### src/rtl/uart_rx_pkg.sv
// Shared definitions for the uart_rx receiver: FSM state encoding, frame
// width and the baud divisor helper.
package uart_pkg;

  typedef enum logic [2:0] {
    IDLE      = 3'd0,
    START     = 3'd1,
    DATA      = 3'd2,
    PARITY    = 3'd3,
    STOP      = 3'd4,
    WAIT_HIGH = 3'd5
  } state_e;

  localparam int DATA_BITS = 8;

  // Whole clock cycles per bit; the fractional part is dropped.
  function automatic int clks_per_bit(input int clk_hz, input int baud);
    return clk_hz / baud;
  endfunction

endpackage

### src/rtl/uart_rx_if.sv
// Byte delivery channel from the receiver to its consumer (valid/ready).
interface uart_rx_if;
  logic [7:0] rx_data;
  logic       rx_valid;
  logic       rx_ready;

  modport master (output rx_data, output rx_valid, input  rx_ready);
  modport slave  (input  rx_data, input  rx_valid, output rx_ready);
endinterface

### src/rtl/uart_rx_sync_2ff.sv
// Two-flop synchroniser for a single asynchronous board input.
// RST_VAL is the level both flops take in reset (idle level of the input).
module sync_2ff #(
  parameter logic RST_VAL = 1'b1
) (
  input  logic clk,
  input  logic rst_n,
  input  logic d,
  output logic q
);

  logic meta_q;
  logic sync_q;

  // Two back-to-back flops to settle metastability before use.
  always_ff @(posedge clk or negedge rst_n) begin
    if (!rst_n) begin
      meta_q <= RST_VAL;
      sync_q <= RST_VAL;
    end else begin
      meta_q <= d;
      sync_q <= meta_q;
    end
  end

  assign q = sync_q;

endmodule

### src/rtl/uart_rx.sv
// 8N1 UART receiver with mid-bit sampling and valid/ready byte delivery.
// Optional even-parity bit enabled by defining UART_RX_PARITY_EN.
module uart_rx
  import uart_pkg::*;
#(
  parameter int CLK_HZ = 100000000,
  parameter int BAUD   = 115200
) (
  input  logic      clk,
  input  logic      rst_n,
  input  logic      usb_rx,
  uart_rx_if.master rx_if,
  output logic      frame_err,
  output logic      overrun,
  output logic      busy
`ifdef UART_RX_PARITY_EN
  , output logic    parity_err
`endif
);

  localparam int CLKS_PER_BIT = clks_per_bit(CLK_HZ, BAUD);
  localparam int CNT_W        = $clog2(CLKS_PER_BIT);
  localparam logic [CNT_W-1:0] HALF_LOAD = CNT_W'(CLKS_PER_BIT / 2 - 1);
  localparam logic [CNT_W-1:0] FULL_LOAD = CNT_W'(CLKS_PER_BIT - 1);
  localparam logic [2:0]       LAST_BIT  = 3'(DATA_BITS - 1);

  if (CLKS_PER_BIT < 4) begin : g_cpb_check
    $error("uart_rx: CLKS_PER_BIT must be at least 4");
  end

  logic             rx_s;
  state_e           state_q,     state_d;
  logic [CNT_W-1:0] baud_cnt_q,  baud_cnt_d;
  logic [2:0]       bit_idx_q,   bit_idx_d;
  logic [7:0]       shift_q,     shift_d;
  logic [7:0]       rx_data_q,   rx_data_d;
  logic             rx_valid_q,  rx_valid_d;
  logic             frame_err_q, frame_err_d;
  logic             overrun_q,   overrun_d;
  logic             commit;
  logic             expiry;
`ifdef UART_RX_PARITY_EN
  logic             par_err_q,   par_err_d;
  logic             par_bad_q,   par_bad_d;
`endif

  sync_2ff #(.RST_VAL(1'b1)) u_sync (
    .clk   (clk),
    .rst_n (rst_n),
    .d     (usb_rx),
    .q     (rx_s)
  );

  assign expiry = (baud_cnt_q == '0);

  // Frame FSM: next state, baud counter, bit index and shift register.
  always_comb begin
    state_d     = state_q;
    baud_cnt_d  = baud_cnt_q;
    bit_idx_d   = bit_idx_q;
    shift_d     = shift_q;
    frame_err_d = 1'b0;
    commit      = 1'b0;
`ifdef UART_RX_PARITY_EN
    par_err_d   = 1'b0;
    par_bad_d   = par_bad_q;
`endif
    case (state_q)
      IDLE: begin
        if (!rx_s) begin
          state_d    = START;
          baud_cnt_d = HALF_LOAD;
        end
      end
      START: begin
        if (!expiry) begin
          baud_cnt_d = baud_cnt_q - 1'b1;
        end else if (!rx_s) begin
          state_d    = DATA;
          baud_cnt_d = FULL_LOAD;
          bit_idx_d  = 3'd0;
`ifdef UART_RX_PARITY_EN
          par_bad_d  = 1'b0;
`endif
        end else begin
          // Start bit did not survive to mid-bit: treat as a glitch.
          state_d = IDLE;
        end
      end
      DATA: begin
        if (!expiry) begin
          baud_cnt_d = baud_cnt_q - 1'b1;
        end else begin
          shift_d    = {rx_s, shift_q[7:1]};
          baud_cnt_d = FULL_LOAD;
          bit_idx_d  = bit_idx_q + 1'b1;
          if (bit_idx_q == LAST_BIT) begin
`ifdef UART_RX_PARITY_EN
            state_d = PARITY;
`else
            state_d = STOP;
`endif
          end
        end
      end
`ifdef UART_RX_PARITY_EN
      PARITY: begin
        if (!expiry) begin
          baud_cnt_d = baud_cnt_q - 1'b1;
        end else begin
          par_bad_d  = ^{shift_q, rx_s};
          par_err_d  = ^{shift_q, rx_s};
          baud_cnt_d = FULL_LOAD;
          state_d    = STOP;
        end
      end
`endif
      STOP: begin
        if (!expiry) begin
          baud_cnt_d = baud_cnt_q - 1'b1;
        end else if (rx_s) begin
`ifdef UART_RX_PARITY_EN
          commit  = !par_bad_q;
`else
          commit  = 1'b1;
`endif
          state_d = IDLE;
        end else begin
          frame_err_d = 1'b1;
          state_d     = WAIT_HIGH;
        end
      end
      WAIT_HIGH: begin
        // A held-low line (break) must return high before a new start.
        if (rx_s) state_d = IDLE;
      end
      default: state_d = IDLE;
    endcase
  end

  // Output register: commit a byte, consume on handshake, flag overrun.
  always_comb begin
    rx_data_d  = rx_data_q;
    rx_valid_d = rx_valid_q;
    overrun_d  = 1'b0;
    if (rx_valid_q && rx_if.rx_ready) rx_valid_d = 1'b0;
    if (commit) begin
      if (rx_valid_q && !rx_if.rx_ready) begin
        overrun_d = 1'b1;
      end else begin
        rx_data_d  = shift_q;
        rx_valid_d = 1'b1;
      end
    end
  end

  // State and datapath registers.
  always_ff @(posedge clk or negedge rst_n) begin
    if (!rst_n) begin
      state_q     <= IDLE;
      baud_cnt_q  <= '0;
      bit_idx_q   <= '0;
      shift_q     <= '0;
      rx_data_q   <= '0;
      rx_valid_q  <= 1'b0;
      frame_err_q <= 1'b0;
      overrun_q   <= 1'b0;
`ifdef UART_RX_PARITY_EN
      par_err_q   <= 1'b0;
      par_bad_q   <= 1'b0;
`endif
    end else begin
      state_q     <= state_d;
      baud_cnt_q  <= baud_cnt_d;
      bit_idx_q   <= bit_idx_d;
      shift_q     <= shift_d;
      rx_data_q   <= rx_data_d;
      rx_valid_q  <= rx_valid_d;
      frame_err_q <= frame_err_d;
      overrun_q   <= overrun_d;
`ifdef UART_RX_PARITY_EN
      par_err_q   <= par_err_d;
      par_bad_q   <= par_bad_d;
`endif
    end
  end

  assign rx_if.rx_data  = rx_data_q;
  assign rx_if.rx_valid = rx_valid_q;
  assign frame_err      = frame_err_q;
  assign overrun        = overrun_q;
  assign busy           = (state_q != IDLE);
`ifdef UART_RX_PARITY_EN
  assign parity_err     = par_err_q;
`endif

endmodule

### src/flat_wrapper.sv
// flat-port wrapper written by rule: the top's interface ports become plain ports
module uart_rx_flat import uart_pkg::*;
#(
  parameter int CLK_HZ = 100000000,
  parameter int BAUD   = 115200
)
  (clk, rst_n, usb_rx, frame_err, overrun, busy, rx_if_rx_data, rx_if_rx_valid, rx_if_rx_ready);
  uart_rx_if rx_if_i ();
  input  logic clk;
  input  logic rst_n;
  input  logic usb_rx;
  output logic frame_err;
  output logic overrun;
  output logic busy;
  output wire logic [$bits(rx_if_i.rx_data)-1:0] rx_if_rx_data;
  output wire logic [$bits(rx_if_i.rx_valid)-1:0] rx_if_rx_valid;
  input wire logic [$bits(rx_if_i.rx_ready)-1:0] rx_if_rx_ready;
  assign rx_if_rx_data = rx_if_i.rx_data;
  assign rx_if_rx_valid = rx_if_i.rx_valid;
  assign rx_if_i.rx_ready = rx_if_rx_ready;
  uart_rx #(.CLK_HZ(CLK_HZ), .BAUD(BAUD)) u_core (.clk(clk), .rst_n(rst_n), .usb_rx(usb_rx), .rx_if(rx_if_i), .frame_err(frame_err), .overrun(overrun), .busy(busy));
endmodule
### config.mk
export PLATFORM = sky130hd
export DESIGN_NAME = uart_rx_flat
export DESIGN_NICKNAME = d
export VERILOG_FILES = /design/src/rtl/uart_rx_pkg.sv /design/src/rtl/uart_rx_if.sv /design/src/rtl/uart_rx_sync_2ff.sv /design/src/rtl/uart_rx.sv /design/src/flat_wrapper.sv
export SDC_FILE = /design/constraint.sdc
export NUM_CORES = 1
export LEC_CHECK = 0
export CAP_MARGIN = 20
export CORE_ASPECT_RATIO = 1.1
export CORE_UTILIZATION = 55
export DETAILED_ROUTE_END_ITERATION = 8
export GPL_TIMING_DRIVEN = 0
export PLACE_DENSITY = 0.76
export SYNTH_ARGS = -nofsm -noshare
export SYNTH_HDL_FRONTEND = slang
export SYNTH_SLANG_ARGS = --single-unit
### constraint.sdc
create_clock -name clk -period 5.6 [get_ports clk]
set_input_delay 1.12 -clock clk [delete_from_list [all_inputs] [get_ports clk]]
set_output_delay 1.12 -clock clk [all_outputs]
set_load 0.02 [all_outputs]
; After elaboration in Yosys (flattened, before gate mapping)
; Index checks and enable logic that the tools add are counted.
[totals]
input_bits = 4
out_inout_bits = 12
register_bits = 37
elab_cells = 70
[op_classes]
mux = 30
n_reduce_logical = 13
n_bitwise = 1
eq_ne = 14
add_sub_neg = 2
[op_table]
columns = op, count
row1 = $mux W10, 5
row2 = $pmux W10 S4, 1
row3 = $mux W3, 10
row4 = $pmux W3 S5, 1
row5 = $mux W1, 11
row6 = $logic_not A10 Y1, 1
row7 = $sub A10 B1 Y10 const B, 1
row8 = $eq A3 B3 Y1 const B, 3
row9 = $ne A2 B1 Y1 const B, 4
row10 = $ne A2 B2 Y1 const B, 4
row11 = $reduce_and A4 Y1, 2
row12 = $pmux W3 S2, 1
row13 = $reduce_and A6 Y1, 1
row14 = $reduce_and A2 Y1, 2
row15 = $reduce_bool A4 Y1, 1
row16 = $add A3 B1 Y3 const B, 1
row17 = $eq A3 B1 Y1 const B, 1
row18 = $eq A3 B2 Y1 const B, 1
row19 = $logic_not A3 Y1, 1
row20 = $ne A3 B3 Y1 const B, 1
row21 = $reduce_bool A3 Y1, 1
row22 = $logic_and A1 B1 Y1, 2
row23 = $mux W2, 1
row24 = $reduce_bool A2 Y1, 1
row25 = other kinds (2), 2

; Longest topological paths before layout
; Gate-level depths: netlist (run 1).
[logic_depth]
ltp_word = 4
mapped_depth = 9
ltp_nobuf = 7

; By module
; Synthesis (run 1) repeated with hierarchy kept, for this count alone.
[hier_totals]
hier_cells = 162
area_unflattened_um2 = 1790.5
[by_module_without_submodules]
columns = module, instances, area_each_um2, cells_per_inst
row1 = uart_rx, 1, 1737.9, 160
row2 = sync_2ff, 1, 52.6, 2

; Worst setup path before layout (run 1)
; No wires, ideal clock.
[synth_path]
kind = register to output
from = register u_core.state_q[2]
to = output port busy
setup_slack_ps = 3516
t_required_ps = 4480
t_arrival_ps = 964
path_stages_with_launch = 4
cell_sequence = dfrtp_1 > clkbuf_1 > nor3_1 > inv_1
[synth_between]
elab_chain_cells = 1
[synth_rtl]
columns = item, line
row1 = from (decl), uart_rx.sv:32  ; state_e state_q, state_d;
row2 = from (signal assigned), uart_rx.sv:173  ; state_q <= state_d;
row3 = $reduce_bool A3 Y1, uart_rx.sv:192  ; assign busy = (state_q != IDLE);
row4 = to (decl), flat_wrapper.sv:14  ; output logic busy;
; No other way between the ends.

; Worst setup path after layout (run 1)
; Ends and elaborated chain as after synthesis.

==> metrics.md, run 1 <==
| Metric | Value |
|---|---|
| Setup violators final | `0` |
| Sequential area share after synthesis | `a little under 50%` |
| Final Slew Violations | `0` |
| Synth top area cells | `dfrtp_1 47%, nand2_1 7.8%, mux2_4 6.4%` |
| CP startpoint kind | `flop` |
| Leakage | `about 1.0 nW` |
| First-pass GRT wire length | `approximately 6300 um` |
| Int Power | `~330 uW` |
| Area share of the largest cell type after synthesis | `46.6%` |
| Synth cell types | `between 40 and 50` |
| Comb power frac | `under 10%` |
| Maximum fanout along the worst path | `10` |
| Worst Max-Slew Pin Slew | `0.799 ns` |
| CTS tree | `yes` |
| Synth warn | `0` |
| Worst reg2reg setup slack | `around 3.4 ns` |
| CTS resizes | `0` |
| Switching pwr | `92.1 uW` |
| Die H | `63.3 um` |
| Initial DRC count | `45` |
| Antenna diode count | `0` |
| Starting Density | `59.6%` |
| Worst-path cell chain | `clkbuf_1, nor3_1, inv_1, clkdlybuf4s50_1` |
| Critical path class | `flop to output pin` |
| Final Hold Viols | `0` |
| RePlAce Congestion | `between 0.8 and 0.9` |
| Outcome | `finished, violations left` |
| I/O pin count | `16` |
| Vias in the first global route | `1369` |
| Final WL | `3660 um` |
| Crit path required time | `~4.5 ns` |
| Sw frac | `a little over a fifth` |
| Fraction of layout cells with a size suffix above 1 | `~15%` |
| Sequential power share | `a little over three fifths` |
| Worst Setup SP | `u_core.state_q[2]$_DFFE_PN0P_` |
| Critical path's top delay family | `buffers and inverters` |
| Initial antenna violation count | `0` |
| Dpl cells | `about 230` |
| Post-CTS Hold Buffers | `0` |
| CP max-delay cell | `clkdlybuf4s50_1` |
| Failing checks | `design-rule violations` |
| CTS root buffer | `clkbuf_4` |
| Pwr per Cell Area | `approximately 200 nW/um^2` |
| Dominant synthesized flop cell | `dfrtp_1` |
| DR WL/cell | `between 15 and 20 um` |
| Peak Freq | `~330 MHz` |
| Final #Nets | `210` |
| Fin crit period | `3.07 ns` |
| RSZ-0062 raised after global routing | `no` |
| Fin crit share | `between 50% and 60%` |
| Dpl hpwl | `about 2600 um` |
| H-tree depth | `2` |
| Hold WC Path Type | `flop to flop` |
| Cell depth of the worst setup path | `4` |
| Number of CTS-inserted buffers | `5` |
| CTS Buffer Depth | `2` |
| Hold path depth | `0` |
| Vias | `between 1k and 1.5k` |
| Post-route DRC | `1` |
| Maxcap violations | `0` |
| CP bufs+invs | `3` |
| Area of the core | `around 3200 um^2` |
| Async SR Flop Fraction | `100%` |
| Via density | `about 6.0` |
| Reg clk slew, reported paths | `0.11 ns` |
| Crit. End Element | `output pin` |
| Synthesized instance count | `180` |
| Number of flops mapped to enable cells by yosys | `0` |
| Antenna Violating Nets Remaining | `0` |
| Slew headroom | `46.7%` |
| FP Rows | `21` |
| FF+latch count, synth | `37` |
| Clock sinks | `37` |
| Clock Power Share | `approximately 35%` |
| Clock Skews | `approximately 0.014 ns` |
| Drt pass-1 iters | `8` |
| Total GRT Usage | `23.1%` |
| Worst IR Drop VDD | `142 uV` |
| CP arrival | `approximately 2 ns` |
| Post-CTS Repair Setup Buffers | `0` |
| Reg2Reg Depth | `9` |
| Worst r2r src | `u_core.baud_cnt_q[0]$_DFFE_PN0P_` |
| Area growth syn-to-layout | `13.1%` |
| Crit path to | `busy` |
| Synthesized area per cell | `about 10 um^2` |
| Critical R2R Capture | `u_core.rx_if.rx_data[6]$_DFFE_PN0P_` |
| Setup TNS | `0 ns` |
| Die width | `approximately 58 um` |
| Largest area contributor in the netlist | `dfrtp_1` |
| Largest net degree at the start of global routing | `38` |
| Number of fillers in the final layout | `about 250` |
| GRT overflow | `0` |
| CP max stage delay | `roughly 0.54 ns` |
| Port bufs | `15` |
| Synth Net Count | `roughly 190` |
| Final non-filler cell total | `between 200 and 250` |
| Synthesized area | `roughly 1900 um^2` |
| Clock Latency Late Sink | `between 0.3 and 0.4 ns` |
| Die ar. | `about 3700 um^2` |
sequential cells by signal, summed over array words and instances, names as in the netlist:
name                   flops
u_core.rx_if.rx_valid      1
u_core.bit_idx_q           3
u_core.state_q             3
u_core.rx_if.rx_data       8
u_core.baud_cnt_q         10
u_core.overrun             1
u_core.u_sync.q            1
u_core.shift_q             8
u_core.u_sync.meta_q       1
u_core.frame_err           1
power by group through the flow:
stage / Sequential [mW] / Combinational [mW] / Clock [mW]
after global routing: 0.269 / 0.0115 / 0.162
after CTS: 0.269 / 0.0106 / 0.151
final: 0.268 / 0.00997 / 0.147
after floorplan: 0.274 / 0.00283 / 0
after global placement: 0.274 / 0.0105 / 0
after detailed placement: 0.274 / 0.0105 / 0
through the flow:
step	worst slack (ns)	util (%)	hold slack (ns)	power (mW)	cell area [um^2]
floorplan	3.52	-	0.345	0.277	1880
global placement	2.63	65.8	0.346	0.284	2070
detailed placement	2.93	65.6	0.350	0.284	2070
CTS	2.53	67.5	0.365	0.430	2130
global route	2.40	67.5	0.370	0.442	2130
finish	2.53	67.5	0.362	0.425	2130
layout make-up:
class                           instances  area (um^2)  area share [%]
Timing Repair Buffer                   15          145            6.82
Tap cell                               34         42.5            2.00
Inverter                                6         22.5            1.06
Clock buffer                            8         58.8            2.76
Multi-Input combinational cell        129          855            40.2
Sequential cell                        37          928            43.6
Buffer                                  8         75.1            3.53
placed cells by master, fill, tap and decap left out, types with 2 or more instances in the layout:
cell / n
buf_6: 3
nor2b_1: 3
dfrtp_1: 35
nor3_1: 4
buf_2: 3
and3_1: 2
o21ai_0: 6
inv_1: 6
nor2_1: 9
o21a_1: 2
nand2_1: 39
mux2_4: 8
a21oi_1: 9
clkbuf_1: 3
dfstp_2: 2
nand2b_1: 2
clkbuf_4: 5
a31oi_1: 2
o31ai_1: 3
ha_1: 4
and2_1: 2
nand4_1: 2
a22o_1: 5
clkdlybuf4s50_1: 14
nand3_1: 4
layer usage:
| metal | GRT usage (%) | routed length (um) |
|---|---|---|
| met1 | 30.8 | 1680 |
| met2 | 36.2 | 1750 |
| met3 | 4.93 | 163 |
| met4 | 10.1 | 73 |
| met5 | 0 | 0 |
worst min path at each step:
stage                                    from                   endpoint  slack, ns
2_1_floorplan  u_core.u_sync.meta_q$_DFF_PN1_  u_core.u_sync.q$_DFF_PN1_       0.35
3_3_place_gp   u_core.u_sync.meta_q$_DFF_PN1_  u_core.u_sync.q$_DFF_PN1_       0.35
3_5_place_dp   u_core.u_sync.meta_q$_DFF_PN1_  u_core.u_sync.q$_DFF_PN1_       0.35
4_1_cts        u_core.u_sync.meta_q$_DFF_PN1_  u_core.u_sync.q$_DFF_PN1_       0.36
5_1_grt        u_core.u_sync.meta_q$_DFF_PN1_  u_core.u_sync.q$_DFF_PN1_       0.37
6_report       u_core.u_sync.meta_q$_DFF_PN1_  u_core.u_sync.q$_DFF_PN1_       0.36
kinds of logic after synthesis:
logic type	after synthesis	synth area share, %
fa+ha+maj	5	3.19
mux	10	7.52
simple gates	76	20.9
xor+xnor	2	0.932
buf+inv	14	5.19
flops	37	49.4
compound gates	36	12.9
worst register-to-register path, cell delays in order, from the launching register on:
cell and delay [ns]:
dfrtp_1 0.43, inv_1 0.11, ha_1 0.18, nor3b_2 0.31, and3_1 0.23, buf_6 0.15, nand3_4 0.10, nor2b_4 0.14
buf_12 0.14, mux2_4 0.30
cell usage after synthesis, types with 2 or more instances:
library cell	number
buf_2	2
a31oi_1	2
o21a_1	2
mux2_4	8
and3_1	2
ha_1	4
buf_6	3
nand2_1	39
inv_1	6
nor2_1	9
dfrtp_1	35
a22o_1	5
nor3_1	4
nand4_1	2
and2_1	2
dfstp_2	2
o31ai_1	3
a21oi_1	9
nor2b_1	3
nand3_1	4
o21ai_0	6
nand2b_1	2
Power figures use the tool's default switching activity.
==> run 2, diff against run 1 <==
--- a/config.mk
+++ b/config.mk
@@ -7,10 +7,10 @@
 export LEC_CHECK = 0
 export CAP_MARGIN = 20
 export CORE_ASPECT_RATIO = 1.1
-export CORE_UTILIZATION = 55
+export CORE_UTILIZATION = 51
 export DETAILED_ROUTE_END_ITERATION = 8
 export GPL_TIMING_DRIVEN = 0
-export PLACE_DENSITY = 0.76
+export PLACE_DENSITY = 0.74
 export SYNTH_ARGS = -nofsm -noshare
 export SYNTH_HDL_FRONTEND = slang
 export SYNTH_SLANG_ARGS = --single-unit
==> constraint.sdc (replaced) <==
create_clock -name clk -period 2.6 [get_ports clk]
set_input_delay 0.52 -clock clk [delete_from_list [all_inputs] [get_ports clk]]
set_output_delay 0.52 -clock clk [all_outputs]
set_load 0.02 [all_outputs]
==> metrics.md, run 2 (synthesis gave the netlist of run 1 again) <==
| Metric | Value |
|---|---|
| Final non-filler cell total | `250 (was 237)` |
| Die width | `59.9 um (was 57.8 um)` |
| Setup violators final | `0 (unchanged)` |
| Final Slew Violations | `0 (unchanged)` |
| I/O pin count | `16 (unchanged)` |
| Sw frac | `19.7% (was 21.7%)` |
| Worst IR Drop VDD | `323 uV (was 142 uV)` |
| Fin crit share | `approximately nine tenths` |
| Switching pwr | `199 uW (was 92.1 uW)` |
| Outcome | `finished, final reports clean (was finished, violations left)` |
| Total power | `1.01 mW (was 425 uW)` |
| Reg2Reg Depth | `9 (unchanged)` |
| First-pass GRT wire length | `6180 um (was 6310 um)` |
| Final WL | `3580 um (was 3660 um)` |
| Clock Skews | `0.00751 ns (was 0.0141 ns)` |
| Die H | `65.7 um (was 63.3 um)` |
| Largest Register | `u_core.baud_cnt_q (unchanged)` |
| RePlAce Congestion | `0.870 (was 0.862)` |
| CP startpoint kind | `flop (unchanged)` |
| Dpl cells | `243 (was 229)` |
| Final #Nets | `209 (was 210)` |
| Drt pass-1 iters | `5 (was 8)` |
| Leakage | `1.02 nW (was 1.00 nW)` |
| Clock Power Share | `40.8% (was 34.5%)` |
| Post-route DRC | `0 (was 1)` |
| Clock Latency Late Sink | `0.34 ns (about the same)` |
| Peak Freq | `around 420 MHz` |
| DR WL/cell | `14.3 um (was 15.5 um)` |
| Vias | `1397 (was 1414)` |
| Fin area | `2170 um^2 (was 2130 um^2)` |
| Area of the core | `3440 um^2 (was 3150 um^2)` |
| CP arrival | `1.86 ns (was 1.95 ns)` |
| Largest net degree at the start of global routing | `38 (unchanged)` |
| Worst reg2reg setup slack | `0.48 ns (was 3.41 ns)` |
| Reg clk slew, reported paths | `0.11 ns (about the same)` |
| Commonest non-fill, non-tap cells in the layout | `39 x nand2_1, 35 x dfrtp_1, 14 x clkdlybuf4s50_1 (unchanged)` |
| Dpl hpwl | `2720 um (was 2630 um)` |
| Commonest non-fill, non-tap cell in the layout | `nand2_1 (unchanged)` |
| CTS resizes | `0 (unchanged)` |
| Number of CTS-inserted buffers | `5 (unchanged)` |
| Crit. End Element | `output pin (unchanged)` |
| Die ar. | `3930 um^2 (was 3660 um^2)` |
| Slew headroom | `47.4% (was 46.7%)` |
| Via density | `5.59 (was 5.97)` |
| FP Rows | `22 (was 21)` |
| Crit path required time | `2.08 ns (was 4.48 ns)` |
| Setup TNS | `0 ns (unchanged)` |
| Maxcap violations | `0 (unchanged)` |
| Critical R2R Capture | `u_core.rx_if.rx_data[5]$_DFFE_PN0P_ (was u_core.rx_if.rx_data[6]$_DFFE_PN0P_)` |
| Total GRT Usage | `21.7% (was 23.1%)` |
| Post-CTS Hold Buffers | `0 (unchanged)` |
| Critical path class | `flop to output pin (unchanged)` |
| CTS Buffer Depth | `2 (unchanged)` |
| Area post-placement | `2090 um^2 (was 2070 um^2)` |
| Clock sinks | `37 (unchanged)` |
| Initial antenna violation count | `0 (unchanged)` |
| Worst r2r src | `u_core.baud_cnt_q[0]$_DFFE_PN0P_ (unchanged)` |
| Int Power | `813 uW (was 333 uW)` |
| RSZ-0062 raised after global routing | `no (unchanged)` |
| Max reg flops | `10 (unchanged)` |
| Sequential power share | `57.1% (was 63.2%)` |
| Worst Max-Slew Pin Slew | `0.789 ns (was 0.799 ns)` |
| CTS root buffer | `clkbuf_4 (unchanged)` |
| Port bufs | `15 (unchanged)` |
| Antenna Violating Nets Remaining | `0 (unchanged)` |
| GRT overflow | `0 (unchanged)` |
| Hold WC Path Type | `input pin to asynchronous set/reset pin (was flop to flop)` |
| H-tree depth | `2 (unchanged)` |
| Pwr per Cell Area | `467 nW/um^2 (was 200 nW/um^2)` |
| Fraction of layout cells with a size suffix above 1 | `15.8% (was 15.3%)` |
| Area growth syn-to-layout | `15.2% (was 13.1%)` |
| Initial DRC count | `48 (was 45)` |
| Post-CTS Repair Setup Buffers | `0 (unchanged)` |
| CTS tree | `yes (unchanged)` |
| Starting Density | `54.7% (was 59.6%)` |
| Fin crit period | `2.38 ns` |
| Vias in the first global route | `1329 (was 1369)` |
| Antenna diode count | `0 (unchanged)` |
| Comb power frac | `2.1% (was 2.3%)` |
| Maximum fanout along the worst path | `16 (was 10)` |
| Final Hold Viols | `0 (unchanged)` |
## run 2: worst max path at each step
stage                                     start                             endpoint  cells after the start
3_3_place_gp                              rst_n        u_core.shift_q[5]$_DFFE_PN0P_                      1
5_1_grt           u_core.state_q[2]$_DFFE_PN0P_                                 busy                      3
2_1_floorplan  u_core.baud_cnt_q[0]$_DFFE_PN0P_  u_core.rx_if.rx_data[0]$_DFFE_PN0P_                      9
4_1_cts           u_core.state_q[2]$_DFFE_PN0P_                                 busy                      4
6_report          u_core.state_q[2]$_DFFE_PN0P_                                 busy                      3
3_5_place_dp      u_core.state_q[2]$_DFFE_PN0P_                                 busy                      4
## run 2: final cells by class
class	instances	area, um^2
Tap cell	48	60.1
Inverter	6	22.5
Fill cell	287	1270
Multi-Input combinational cell	129	855
Clock buffer	7	55.1
Buffer	7	71.3
Clock inverter	1	30.0
Sequential cell	37	928
Timing Repair Buffer	15	145
## run 2: metal layers
layer  track usage (%)  routed length [um]  up-vias
met5                 0                   0        -
met4              11.9                 106        0
met3              4.33                 143       12
met2              32.4                1730       29
met1              29.1                1600      684
li1                  -                   -      672
## run 2: power groups by stage
stage          Clock [mW]  Combinational, mW  Sequential, mW
5_1_grt             0.451             0.0248           0.579
3_3_place_gp            0             0.0225           0.590
6_report            0.413             0.0212           0.578
2_1_floorplan           0            0.00609           0.590
4_1_cts             0.425             0.0224           0.579
3_5_place_dp            0             0.0223           0.590
## run 2: per-stage QoR
step / worst slack (ns) / utilization (%) / hold WS [ns]
after floorplan: 0.694 / - / 0.224
after global placement: 0.254 / 60.8 / 0.348
after detailed placement: 0.469 / 60.6 / 0.351
after CTS: 0.0604 / 63.1 / 0.266
after global routing: 0.0918 / 63.0 / 0.306
final: 0.225 / 63.0 / 0.247
## run 2: critical path, cell delays in order, from the launching register on
cell and delay [ns]:
dfrtp_1 0.55, nor3_1 0.35, inv_1 0.07, clkdlybuf4s50_1 0.54
